**src/rtl/gold_pkg.sv**
```systemverilog
// Shared types and constants for the gold-bag interaction arbiter.
package gold_pkg;

  // Pixel coordinate width and the cell geometry derived from it.
  localparam int COORD_W   = 11;
  localparam int CELL_LOG2 = 5;
  localparam int CELL_W    = COORD_W - CELL_LOG2;

  // Gold mover state as reported back by the mover.
  typedef enum logic [3:0] {
    GOLD_REST    = 4'd0,
    GOLD_FALLING = 4'd1,
    GOLD_CRASHED = 4'd2,
    GOLD_EATEN   = 4'd3
  } gold_state_e;

  // Digger motion direction encodings.
  localparam logic [1:0] DIR_STOP  = 2'd0;
  localparam logic [1:0] DIR_RIGHT = 2'd1;
  localparam logic [1:0] DIR_LEFT  = 2'd2;
  localparam logic [1:0] DIR_VERT  = 2'd3;

  // One evaluation pass per frame.
  typedef enum logic [1:0] {
    S_IDLE,
    S_REQ,
    S_WAIT,
    S_EVAL
  } ctrl_state_e;

endpackage

```
**src/rtl/gold_map_query.sv**
```systemverilog
// Dirt-map lookup of the cell directly below the gold bag. Issues a single
// read request (or skips it when the bag is above the playfield or on the
// floor row), waits a bounded number of cycles for the answer and reports
// the result with a one-cycle done strobe.
module gold_map_query
  import gold_pkg::*;
#(
  parameter int NUM_ROWS    = 10,
  parameter int MAP_TIMEOUT = 15
) (
  input  logic              clk,
  input  logic              resetN,
  input  logic              start,
  input  logic              y_neg,
  input  logic [CELL_W-1:0] cell_row,
  input  logic [CELL_W-1:0] cell_col,
  output logic              map_rd_req,
  output logic [CELL_W-1:0] map_rd_col,
  output logic [CELL_W-1:0] map_rd_row,
  input  logic              map_rd_valid,
  input  logic              map_rd_data,
  output logic              done,
  output logic              below_empty
);

  localparam int                CNT_W     = $clog2(MAP_TIMEOUT + 1);
  localparam logic [CNT_W-1:0]  CNT_LAST  = CNT_W'(MAP_TIMEOUT - 1);
  localparam logic [CELL_W-1:0] FLOOR_ROW = CELL_W'(NUM_ROWS - 1);

  logic             busy_q, busy_d;
  logic [CNT_W-1:0] cnt_q, cnt_d;
  logic             skip;

  // Request issue, response capture and timeout; valids seen while not busy are dropped.
  always_comb begin
    // NOTE: every signal assigned here gets a default first so no path leaves
    // it unassigned, which would otherwise infer a latch.
    skip        = y_neg || (cell_row >= FLOOR_ROW);
    busy_d      = busy_q;
    cnt_d       = cnt_q;
    done        = 1'b0;
    below_empty = 1'b0;
    map_rd_req  = 1'b0;
    map_rd_col  = '0;
    map_rd_row  = '0;

    if (busy_q) begin
      if (map_rd_valid) begin
        done        = 1'b1;
        below_empty = ~map_rd_data;
        busy_d      = 1'b0;
        cnt_d       = '0;
      end else if (cnt_q == CNT_LAST) begin
        // Map never answered: treat the cell as solid so the bag stays put.
        done   = 1'b1;
        busy_d = 1'b0;
        cnt_d  = '0;
      end else begin
        cnt_d = cnt_q + CNT_W'(1);
      end
    end else if (start) begin
      if (skip) begin
        done = 1'b1;
      end else begin
        map_rd_req = 1'b1;
        map_rd_col = cell_col;
        map_rd_row = cell_row + CELL_W'(1);
        busy_d     = 1'b1;
        cnt_d      = '0;
      end
    end
  end

  // Busy flag and wait counter.
  always_ff @(posedge clk or negedge resetN) begin
    // NOTE: async active-low reset puts every flop in a known state
    // immediately, even mid-query, so a stale request can never complete.
    if (!resetN) begin
      busy_q <= 1'b0;
      cnt_q  <= '0;
    end else begin
      // NOTE: sequential state uses non-blocking assignments so all flops
      // update together from pre-edge values.
      busy_q <= busy_d;
      cnt_q  <= cnt_d;
    end
  end

endmodule

```
**src/rtl/gold_interaction_ctrl.sv**
```systemverilog
// Per-gold-bag interaction arbiter. Once per frame it snapshots digger
// contact, looks up the dirt cell below the bag and then, in a single
// evaluation cycle, drives the mover's push/fall/eaten inputs and the
// score and digger-kill events for game control.
module gold_interaction_ctrl
  import gold_pkg::*;
#(
  parameter int NUM_ROWS    = 10,
  parameter int MAP_TIMEOUT = 15
) (
  input  logic                      clk,
  input  logic                      resetN,
  input  logic                      startOfFrame,
  input  logic                      digger_gold_hit,
  input  logic [1:0]                digger_dir,
  input  logic signed [COORD_W-1:0] digger_topLeftX,
  input  logic signed [COORD_W-1:0] digger_topLeftY,
  input  logic signed [COORD_W-1:0] gold_topLeftX,
  input  logic signed [COORD_W-1:0] gold_topLeftY,
  input  logic [3:0]                gold_state,
  output logic                      map_rd_req,
  output logic [CELL_W-1:0]         map_rd_col,
  output logic [CELL_W-1:0]         map_rd_row,
  input  logic                      map_rd_valid,
  input  logic                      map_rd_data,
  output logic                      collision,
  output logic                      side,
  output logic                      can_fall,
  output logic                      been_eaten,
  output logic                      score_pulse,
  output logic                      digger_killed
);

  ctrl_state_e state_q, state_d;

  logic hit_latch_q, hit_latch_d;
  logic hit_frame_q, hit_frame_d;
  logic pending_q, pending_d;
  logic pending_hit_q, pending_hit_d;
  logic below_empty_q, below_empty_d;
  logic can_fall_q, can_fall_d;
  logic side_q, side_d;
  logic been_eaten_q, been_eaten_d;

  logic q_start;
  logic q_done;
  logic q_below;
  logic side_now;
  logic digger_below;

  // Digger right of the bag means it pushes from the right; a digger lower
  // on screen than a falling bag is underneath it.
  assign side_now     = digger_topLeftX > gold_topLeftX;
  assign digger_below = digger_topLeftY > gold_topLeftY;
  assign q_start      = (state_q == S_REQ);

  gold_map_query #(
    .NUM_ROWS    (NUM_ROWS),
    .MAP_TIMEOUT (MAP_TIMEOUT)
  ) u_map_query (
    .clk          (clk),
    .resetN       (resetN),
    .start        (q_start),
    .y_neg        (gold_topLeftY[COORD_W-1]),
    .cell_row     (gold_topLeftY[COORD_W-1:CELL_LOG2]),
    .cell_col     (gold_topLeftX[COORD_W-1:CELL_LOG2]),
    .map_rd_req   (map_rd_req),
    .map_rd_col   (map_rd_col),
    .map_rd_row   (map_rd_row),
    .map_rd_valid (map_rd_valid),
    .map_rd_data  (map_rd_data),
    .done         (q_done),
    .below_empty  (q_below)
  );

  // Hit latch, pending-frame bookkeeping, next state and evaluation outputs.
  always_comb begin
    state_d       = state_q;
    hit_frame_d   = hit_frame_q;
    pending_d     = pending_q;
    pending_hit_d = pending_hit_q;
    below_empty_d = below_empty_q;
    can_fall_d    = can_fall_q;
    side_d        = side_q;
    been_eaten_d  = been_eaten_q;
    collision     = 1'b0;
    score_pulse   = 1'b0;
    digger_killed = 1'b0;

    // A hit in the frame-start cycle belongs to the frame that is starting.
    hit_latch_d = startOfFrame ? digger_gold_hit : (hit_latch_q | digger_gold_hit);

    // A frame start while busy is remembered (only one) with its contact snapshot.
    if (startOfFrame && (state_q != S_IDLE)) begin
      pending_d     = 1'b1;
      pending_hit_d = pending_hit_q | hit_latch_q;
    end

    unique case (state_q)
      S_IDLE: begin
        if (startOfFrame || pending_q) begin
          hit_frame_d   = (startOfFrame & hit_latch_q) | (pending_q & pending_hit_q);
          pending_d     = 1'b0;
          pending_hit_d = 1'b0;
          state_d       = S_REQ;
        end
      end
      S_REQ: begin
        if (q_done) begin
          below_empty_d = q_below;
          state_d       = S_EVAL;
        end else begin
          state_d = S_WAIT;
        end
      end
      S_WAIT: begin
        if (q_done) begin
          below_empty_d = q_below;
          state_d       = S_EVAL;
        end
      end
      S_EVAL: begin
        side_d  = side_now;
        state_d = S_IDLE;
        case (gold_state)
          GOLD_REST: begin
            can_fall_d = below_empty_q;
            collision  = hit_frame_q &&
                         (((digger_dir == DIR_RIGHT) && !side_now) ||
                          ((digger_dir == DIR_LEFT)  &&  side_now));
          end
          GOLD_FALLING: begin
            can_fall_d    = below_empty_q;
            digger_killed = hit_frame_q && digger_below;
          end
          GOLD_CRASHED: begin
            can_fall_d = 1'b0;
            if (hit_frame_q && !been_eaten_q) begin
              been_eaten_d = 1'b1;
              score_pulse  = 1'b1;
            end
          end
          default: begin
            can_fall_d = 1'b0;
          end
        endcase
      end
      default: state_d = S_IDLE;
    endcase
  end

  // Level outputs show the new value already in the evaluation cycle and hold after.
  assign can_fall   = can_fall_d;
  assign side       = side_d;
  assign been_eaten = been_eaten_d;

  // State and bookkeeping registers.
  always_ff @(posedge clk or negedge resetN) begin
    if (!resetN) begin
      state_q       <= S_IDLE;
      hit_latch_q   <= 1'b0;
      hit_frame_q   <= 1'b0;
      pending_q     <= 1'b0;
      pending_hit_q <= 1'b0;
      below_empty_q <= 1'b0;
      can_fall_q    <= 1'b0;
      side_q        <= 1'b0;
      been_eaten_q  <= 1'b0;
    end else begin
      state_q       <= state_d;
      hit_latch_q   <= hit_latch_d;
      hit_frame_q   <= hit_frame_d;
      pending_q     <= pending_d;
      pending_hit_q <= pending_hit_d;
      below_empty_q <= below_empty_d;
      can_fall_q    <= can_fall_d;
      side_q        <= side_d;
      been_eaten_q  <= been_eaten_d;
    end
  end

endmodule

```
**config.mk**
```make
export PLATFORM = sky130hd
export DESIGN_NAME = gold_interaction_ctrl
export DESIGN_NICKNAME = d
export VERILOG_FILES = /design/src/rtl/gold_pkg.sv /design/src/rtl/gold_map_query.sv /design/src/rtl/gold_interaction_ctrl.sv
export SDC_FILE = /design/constraint.sdc
export NUM_CORES = 1
export LEC_CHECK = 0
export CAP_MARGIN = 20
export CORE_ASPECT_RATIO = 1.5
export CORE_UTILIZATION = 44
export DETAILED_ROUTE_END_ITERATION = 10
export GPL_ROUTABILITY_DRIVEN = 0
export PLACE_DENSITY = 0.88
export SLEW_MARGIN = 20
export SYNTH_ARGS = -nofsm -noshare
export SYNTH_HDL_FRONTEND = slang
export SYNTH_SLANG_ARGS = --single-unit
```
**constraint.sdc**
```tcl
create_clock -name clk -period 7.4 [get_ports clk]
set_clock_uncertainty 0.15 [all_clocks]
set_input_delay 1.48 -clock clk [delete_from_list [all_inputs] [get_ports clk]]
set_output_delay 1.48 -clock clk [all_outputs]
set_load 0.005 [all_outputs]
```
==> impl_results.md, run 1 <==
- TritonCTS clock tree: yes
- Worst slew margin relative to its limit: a little under three fifths
- Core Region: about 3200 µm²
- Cell row count: 25
- Initial antenna violation count: 0
- Outcome: complete, no violations
- Gr ovfl total: 0
- Max Slew Vio Count: 0
- Placed Area: 2260 µm²
- Leak: about 1.1 nW
- Die width: between 40 and 50 µm
- Reg clk slew, reported paths: ~0.050 ns
- CP Capture Type: primary output
- Ys async rst share: 100%
- Critical Path RT: between 5 and 6 ns
- CP max FO: 4
- Routed len/inst: 12.0 µm
- Synth top area cells: ha_1 (26%), dfrtp_1 (25%), inv_1 (7.2%)
- Final hold viol count: 0
- Post-synth top area share: 25.7%
- Initial Utilization: 46.9%
- Mapped Area: between 1500 and 2000 µm²
- First-pass GRT wire length: 6.19 mm
- Share of layout cells above drive strength 1: 2.69%
- Critical path class: in2out
- Max cap viols: 0
- Number of enable flip-flop cells after synthesis: 0
- Hold_ws: roughly 0.36 ns
- Worst-Margin Slew: about 0.64 ns
- Critical Path AT: 4.24 ns
- Yosys reg bits: 15
- Post-synthesis sequential area ratio: 24.9%
- Inserted Diodes: 0
- Netlist cell types: 36
- Via/cell ratio: between 5 and 6
- Synth top cells by count: ha_1 (31), inv_1 (29), nor2_1 (19), dfrtp_1 (15), nand2_1 (14)
- Largest net degree at the start of global routing: 16
- Setup TNS: 0 ns
- Post-synth top area cell: ha_1
- Setup bufs post-CTS: 0
- Initial DRC Count: 31
- Clock sinks: 15
- Most frequent cell after synthesis: ha_1
- Cells after Synth: 186
- Worst-skew pair later-pin latency: 0.24 ns
- Post-cts resize count: 0
- Final nets: 348
- Num CTS Buffers: 3
- Hold_buf cts: 0
- Max VDD drop: around 160 µV
- H-tree depth: 1
- WL final: approximately 3.6 mm
- Via count: 1534
- Synth Flop Type: dfrtp_1
- Syn Area/Cell: 8.12 µm²
- RSZ-0062 raised after global routing: false
- Area Growth Syn to Fin: 52.9%
- Post-DP HPWL: 3.08 mm
- Fmax: 170 MHz
- Core Util, Final: 71.7%
- Pwr dens: between 150 and 200 nW/µm²
- DR pass1 iterations: 4
- DRT antenna net count: 0
- HP Class: reg2reg
- Number of global-route vias before repair: between 1500 and 2000
- Startpoint Class: input port
- Endpoints failing setup: 0
- DIE AREA: 3680 µm²
- Die Y: 73.8 µm
- DR DRC count: 0
- All-Layer GR Usage: 21.4%
- IO buf count: 72
- Synth warnings: 0
- Design area: 2310 µm²
- Clock buffer depth: 2
- Root buf cell: clkbuf_8
- Ports: 75
- Tcrit/Tclk final: ~79%
- Final min period: 5.87 ns
cell families after synthesis:
group | count (synthesis) | share of synthesized area, %
DFF | 15 | 24.9
other | 1 | 0.248
buffers and inverters | 32 | 8.53
adders and majority gates | 31 | 25.7
AOI/OAI and AO/OA | 40 | 16.2
xor gates and xnor gates | 3 | 1.74
and+or+nand+nor | 61 | 20.4
muxes | 3 | 2.40
worst max-delay path, stage by stage:
cell	delay (ns)
clkdlybuf4s50_1	0.46
inv_1	0.05
ha_1	0.31
and3_1	0.21
nand4_1	0.11
a21oi_1	0.05
or4_4	0.51
mux2_4	0.32
a21oi_1	0.19
clkdlybuf4s50_1	0.53
per-stage QoR:
step                      total power [mW]  instances  setup WS, ns
after floorplan                      0.239        187          2.63
after global placement               0.311        296          1.59
after detailed placement             0.318        296          1.53
after CTS                            0.382        300          1.53
after global routing                 0.416        300          1.40
final                                0.379        300          1.53
state kept, by name, summed over array words and instances, names as in the netlist:
signal / flops
u_map_query.cnt_q: 4
side_q: 1
state_q: 2
been_eaten_q: 1
hit_latch_q: 1
hit_frame_q: 1
below_empty_q: 1
pending_q: 1
can_fall_q: 1
u_map_query.busy_q: 1
pending_hit_q: 1
report_power, final:
group | switching (mW) | internal, mW
logic | 0.0839 | 0.102
clock network | 0.0252 | 0.0380
registers | 0.0211 | 0.110
worst paths after layout:
kind | slack [ns] | cells after the start | end | start
max in group asynchronous | 5.20 | 1 | hit_frame_q | resetN
hold / removal | 0.36 | 1 | hit_frame_q | hit_frame_q
hold reg to reg | 0.36 | 1 | hit_frame_q | hit_frame_q
min in group asynchronous | 1.49 | 1 | u_map_query.cnt_q[1] | resetN
setup reg to reg | 5.63 | 8 | state_q[1] | u_map_query.cnt_q[0]
setup / recovery | 1.53 | 10 | side | gold_topLeftX[10]
layout by cell type, fill, tap and decap left out, types with 3 or more instances in the layout:
cell             instances
a21o_1                   4
a21oi_1                 11
and3_1                   3
clkbuf_8                 3
clkdlybuf4s50_1         72
dfrtp_1                 15
ha_1                    31
inv_1                   29
nand2_1                 14
nand3_1                  5
nand3b_1                 4
nand4_1                  4
nor2_1                  19
nor2b_1                  4
o21ai_0                 13
metal layers:
| layer | up-vias | wire length (µm) | share of wire (%) | GRT usage, % |
|---|---|---|---|---|
| li1 | 785 | - | - | - |
| met1 | 678 | 1530 | 43 | 24.1 |
| met2 | 59 | 1700 | 47 | 38.6 |
| met3 | 12 | 249 | 6.9 | 3.52 |
| met4 | 0 | 104 | 2.9 | 10.5 |
| met5 | - | 0 | 0 | 0 |
cell type report:
| cell class | count | area [µm²] |
|---|---|---|
| Tap cell | 40 | 50.0 |
| Inverter | 29 | 109 |
| Clock buffer | 4 | 45.0 |
| Multi-Input combinational cell | 140 | 1010 |
| Timing Repair Buffer | 72 | 721 |
| Fill cell | 253 | 912 |
| Sequential cell | 15 | 375 |
Note: power is estimated with default switching activity, not from simulation.
==> run 2: changes to the inputs <==
--- a/config.mk
+++ b/config.mk
@@ -7,10 +7,10 @@
 export LEC_CHECK = 0
 export CAP_MARGIN = 20
 export CORE_ASPECT_RATIO = 1.5
-export CORE_UTILIZATION = 44
+export CORE_UTILIZATION = 37
 export DETAILED_ROUTE_END_ITERATION = 10
 export GPL_ROUTABILITY_DRIVEN = 0
-export PLACE_DENSITY = 0.88
+export PLACE_DENSITY = 0.79
 export SLEW_MARGIN = 20
 export SYNTH_ARGS = -nofsm -noshare
 export SYNTH_HDL_FRONTEND = slang
==> constraint.sdc (replaced) <==
create_clock -name clk -period 5.1 [get_ports clk]
set_clock_uncertainty 0.15 [all_clocks]
set_input_delay 1.02 -clock clk [delete_from_list [all_inputs] [get_ports clk]]
set_output_delay 1.02 -clock clk [all_outputs]
set_load 0.005 [all_outputs]
==> impl_results.md, run 2 (synthesis results as in run 1) <==
- Routed len/inst: about 12 µm
- Worst-skew pair later-pin latency: 0.25 ns
- Setup TNS: 0 ns
- Max cap viols: 0
- WL final: approximately 3.6 mm
- GR Layer Usage met1: 16.7%
- Final hold viol count: 0
- CP Capture Type: primary output
- Critical Path RT: 3.93 ns
- Post-cts resize count: 0
- Reg clk slew, reported paths: 0.06 ns
- Worst-Margin Slew: ~0.65 ns
- Critical Path AT: between 3 and 4 ns
- Die Y: 80.2 µm
- Outcome: complete, no violations
- Fin worst setup slack: 0.177 ns
- Routing usage on met2: 34.0%
- Fmax: slightly above 200 MHz
- Initial Utilization: between 30% and 40%
- Via count: between 1500 and 2000
- DR pass1 iterations: 4
- Tcrit/Tclk final: 96.5%
- Cell row count: 28
- Clock buffer depth: 2
- All-Layer GR Usage: 17.3%
- RSZ-0062 raised after global routing: false
- Startpoint Class: input port
- H-tree depth: 1
- Clock sinks: 15
- Reg2Reg Setup Slack: 3.30 ns
- Pwr dens: 239 nW/µm²
- CP max FO: 4
- Critical path class: in2out
- TritonCTS clock tree: yes
- Max VDD drop: between 200 and 250 µV
- Max Slew Vio Count: 0
- HP Class: reg2reg
- First-pass GRT wire length: 5.62 mm
- Final Total Pwr: 554 µW
- DIE AREA: around 4300 µm²
- Commonest non-fill, non-tap cell in the layout: clkdlybuf4s50_1
- Post-DP HPWL: 3.11 mm
- Hold_buf cts: 0
- Setup bufs post-CTS: 0
- Layout Cells excl Fill: ~310
- Biggest register: u_map_query.cnt_q
- Area Growth Syn to Fin: 53.7%
- Initial antenna violation count: 0
- IO buf count: slightly above 70
- Leak: 1.12 nW
- Design area: 2320 µm²
- Number of global-route vias before repair: 1461
- Placed Area: around 2300 µm²
- DRT antenna net count: 0
- Largest regs: u_map_query.cnt_q: 4 flops, state_q: 2 flops
- GRT met3 Usage: under 10%
- Final min period: 4.92 ns
- Commonest non-fill, non-tap cells in the layout: clkdlybuf4s50_1 (72), ha_1 (31), inv_1 (29), nor2_1 (19), dfrtp_1 (15)
- Via/cell ratio: 4.94
- Core Region: 3920 µm²
- DP Worst Slack: 0.157 ns
- Gr ovfl total: 0
- Root buf cell: clkbuf_8
- Ports: 75
- Share of layout cells above drive strength 1: 3.08%
- Max FFs per register: 4
- Die width: 54.2 µm
- DR DRC count: 0
- Inserted Diodes: 0
- Fillers: roughly 350
- Num CTS Buffers: 3
- Placed cell count: 301
- Worst slew margin relative to its limit: 56.4%
- Largest net degree at the start of global routing: 16
- Final nets: about 350
- GR peak layer: met2
- Initial DRC Count: 22
- Endpoints failing setup: 0
run 2: cell type report:
| cell class | instances | area, µm² | share of cell area, % |
|---|---|---|---|
| Inverter | 29 | 109 | 4.69 |
| Multi-Input combinational cell | 140 | 1010 | 43.7 |
| Sequential cell | 15 | 375 | 16.2 |
| Clock buffer | 4 | 45.0 | 1.94 |
| Timing Repair Buffer | 72 | 721 | 31.1 |
| Tap cell | 45 | 56.3 | 2.43 |
run 2: path summary, 6_finish.rpt:
check | start | end | cells after the start
max | gold_topLeftX[10] | side | 10
min | hit_frame_q | hit_frame_q | 1
max reg2reg | u_map_query.cnt_q[0] | state_q[1] | 8
min reg2reg | hit_frame_q | hit_frame_q | 1
max in group asynchronous | resetN | hit_frame_q | 1
min in group asynchronous | resetN | u_map_query.cnt_q[2] | 1
run 2: layer usage:
metal	wire, µm	up-vias
met5	0	-
met4	68	0
met3	282	7
met2	1890	45
met1	1370	672
li1	-	784
run 2: stage by stage:
| step | util (%) | hold WS, ns |
|---|---|---|
| final | 59.2 | 0.350 |
| after global routing | 59.2 | 0.371 |
| after CTS | 59.0 | 0.354 |
| after detailed placement | 57.9 | 0.341 |
| after global placement | 57.9 | 0.335 |
| after floorplan | - | 0.316 |
run 2: worst max-delay path, stage by stage:
cell	delay (ns)
clkdlybuf4s50_1	0.45
inv_1	0.05
ha_1	0.31
and3_1	0.21
nand4_1	0.11
a21oi_1	0.05
or4_4	0.51
mux2_4	0.32
a21oi_1	0.19
clkdlybuf4s50_1	0.53
run 2: where the power goes:
part / leakage, nW / total (mW) / switching, mW / internal (mW)
clock network: 0.0228 / 0.0953 / 0.0399 / 0.0553
registers: 0.188 / 0.190 / 0.0310 / 0.159
logic: 0.913 / 0.269 / 0.121 / 0.148
total: 1.12 / 0.554 / 0.192 / 0.362
==> run 3: changes to the inputs <==
--- a/config.mk
+++ b/config.mk
@@ -7,11 +7,12 @@
 export LEC_CHECK = 0
 export CAP_MARGIN = 20
 export CORE_ASPECT_RATIO = 1.5
-export CORE_UTILIZATION = 37
+export CORE_UTILIZATION = 45
 export DETAILED_ROUTE_END_ITERATION = 10
 export GPL_ROUTABILITY_DRIVEN = 0
-export PLACE_DENSITY = 0.79
+export PLACE_DENSITY = 0.88
 export SLEW_MARGIN = 20
 export SYNTH_ARGS = -nofsm -noshare
 export SYNTH_HDL_FRONTEND = slang
+export SYNTH_HIERARCHICAL = 1
 export SYNTH_SLANG_ARGS = --single-unit
==> constraint.sdc (replaced) <==
create_clock -name clk -period 5.9 [get_ports clk]
set_clock_uncertainty 0.15 [all_clocks]
set_input_delay 1.18 -clock clk [delete_from_list [all_inputs] [get_ports clk]]
set_output_delay 1.18 -clock clk [all_outputs]
set_load 0.005 [all_outputs]
==> impl_results.md, run 3 <==
- FF/Latch Area: 375 µm²
- Syn Area/Cell: 8.63 µm²
- DP Worst Slack: roughly 0.88 ns
- Multi-input logic area: 1070 µm²
- Setup bufs post-CTS: 0
- Critical path's largest stage delay: 0.61 ns
- Design area: 2390 µm²
- First-pass GRT wire length: 6.47 mm
- DR pass1 iterations: 4
- All-Layer GR Usage: 22.4%
- Fmax: 199 MHz
- Num CTS Buffers: 3
- Cell row count: 26
- Clock sinks: 15
- Placed Area: ~2300 µm²
- Commonest non-fill, non-tap cell in the layout: clkdlybuf4s50_1
- Critical Path RT: 4.57 ns
- Leak: roughly 1.1 nW
- Via count: 1556
- Delay-heaviest family, CP: buffers and inverters
- Post-synthesis sequential area ratio: about a quarter
- Worst-skew pair later-pin latency: about 0.25 ns
- Synth warnings: 6
- CP Capture Type: primary output
- Most frequent cell after synthesis: inv_1
- Number of global-route vias before repair: approximately 1600
- Crit-path most repeated cell: clkdlybuf4s50_1
- RSZ-0062 raised after global routing: false
- Routed len/inst: 13.3 µm
- Pwr dens: 211 nW/µm²
- Clock buffer depth: 2
- Share of layout cells above drive strength 1: under 10%
- Worst slew margin relative to its limit: 56.2%
- H-tree depth: 1
- Netlist cell types: 44
- Final nets: roughly 350
- Area Growth Syn to Fin: 49.6%
- Largest regs: u_map_query/cnt_q: 4 flops, state_q: 2 flops
- Max cap viols: 0
- Crit-path slowest cell: a2111oi_4
- Ys async rst share: 100%
- DIE AREA: 3800 µm²
- Crit-path cells: clkdlybuf4s50_1 -> inv_1 -> ha_1 -> or3b_4 -> a2111oi_4 -> and2_1 -> clkdlybuf4s50_1
- Fin worst setup slack: 0.880 ns
- Inserted Diodes: 0
- Fillers: between 200 and 300
- Final hold viol count: 0
- Core Region: 3380 µm²
- Commonest non-fill, non-tap cells in the layout: clkdlybuf4s50_1 (72), inv_1 (34), ha_1 (31), dfrtp_1 (15), and2_1 (10)
- Critical Path AT: 3.69 ns
- Ports: 75
- Biggest register: u_map_query/cnt_q
- Final Total Pwr: 503 µW
- Die width: slightly above 50 µm
- Post-DP HPWL: between 3 and 4 mm
- Endpoints failing setup: 0
- Max Slew Vio Count: 0
- Synth Flop Type: dfrtp_1
- Reg clk slew, reported paths: 0.06 ns
- DRT antenna net count: 0
- Critical path class: in2out
- Via/cell ratio: 5.19
- Die Y: between 70 and 80 µm
- Buffers and inverters on the worst path: 3
- HP Class: reg2reg
- Placed cell count: about 300
- Mapped Area: 1600 µm²
- Tcrit/Tclk final: 85.1%
- CP max FO: 12
- Gr ovfl total: 0
- Outcome: complete, no violations
- WL final: between 3 and 4 mm
- DR DRC count: 0
- Post-cts resize count: 0
- Synth top area cells: ha_1 (24%), dfrtp_1 (24%), inv_1 (8.0%)
- Largest net degree at the start of global routing: 16
- Max VDD drop: 201 µV
- Startpoint Class: input port
- Final min period: 5.02 ns
- Layout Cells excl Fill: 300
- Hold_buf cts: 0
- Post-synth top area cell: ha_1
- Worst-Margin Slew: 0.655 ns
- Core Util, Final: 70.6%
- Cells after Synth: 185
- Root buf cell: clkbuf_8
- Synth top cells by count: inv_1 (34), ha_1 (31), dfrtp_1 (15), and2_1 (10), nor2_1 (9)
- Post-synth top area share: 24.3%
- Yosys reg bits: 15
- Hold_ws: 0.349 ns
- Setup TNS: 0 ns
- Number of enable flip-flop cells after synthesis: 0
- Initial Utilization: between 40% and 50%
- TritonCTS clock tree: yes
- Initial antenna violation count: 0
- Initial DRC Count: 24
- Max FFs per register: 4
- IO buf count: 72
run 3: cell types whose count changed after synthesis, sizes merged, moves of 3 or more:
cell,previous run,this run
a21oi,11,8
a2111oi,0,3
nor2,19,9
nand2,14,8
nand3,5,8
o21a,0,3
inv,29,34
and2,1,10
o21ai,13,5
and3,3,0
run 3: cell type report:
cell class / instances / share of cell area [%]
Timing Repair Buffer: 72 / 30.2
Tap cell: 42 / 2.20
Clock buffer: 4 / 1.89
Inverter: 34 / 5.34
Sequential cell: 15 / 15.7
Multi-Input combinational cell: 133 / 44.7
run 3: path summary, 6_finish.rpt:
kind,cells after the start,startpoint,slack [ns],endpoint
worst min register to register,1,side_q,0.35,side_q
max in group asynchronous,1,resetN,4.00,state_q[1]
worst max-delay path,7,gold_topLeftY[6],0.88,map_rd_row[2]
worst min-delay path,1,side_q,0.35,side_q
worst max register to register,5,u_map_query/busy_q,3.75,state_q[1]
min in group asynchronous,1,resetN,1.18,hit_latch_q
run 3: power by group:
part           switching (mW)  internal [mW]
registers              0.0313          0.141
clock network          0.0356         0.0479
logic                   0.113          0.134
run 3: cells by family (layout without fill, tap and decap cells):
group                    count (synthesis)  count (layout)  share of synthesized area (%)
XOR/XNOR                                 3               3                           1.65
multiplexers                             5               5                           3.37
other                                    1               2                          0.235
flip-flops                              15              15                           23.5
AND/OR/NAND/NOR                         56              56                           19.5
buffers and inverters                   38             110                           9.87
adder cells (fa/ha/maj)                 31              31                           24.3
AO/OA/AOI/OAI                           36              36                           17.6
run 3: worst register-to-register path, stage by stage, from the launching register on:
cell and delay (ns):
dfrtp_1 0.54, nor2b_1 0.32, nand2_1 0.18, o211a_1 0.20, o21ai_0 0.28, mux2_2 0.37
run 3: per-layer routing:
metal,up-vias,GRT usage [%],part of all wire [%]
li1,780,-,-
met1,716,20.3,37
met2,50,48.0,56
met3,10,3.23,4.5
met4,0,8.64,2.9
met5,-,0,0
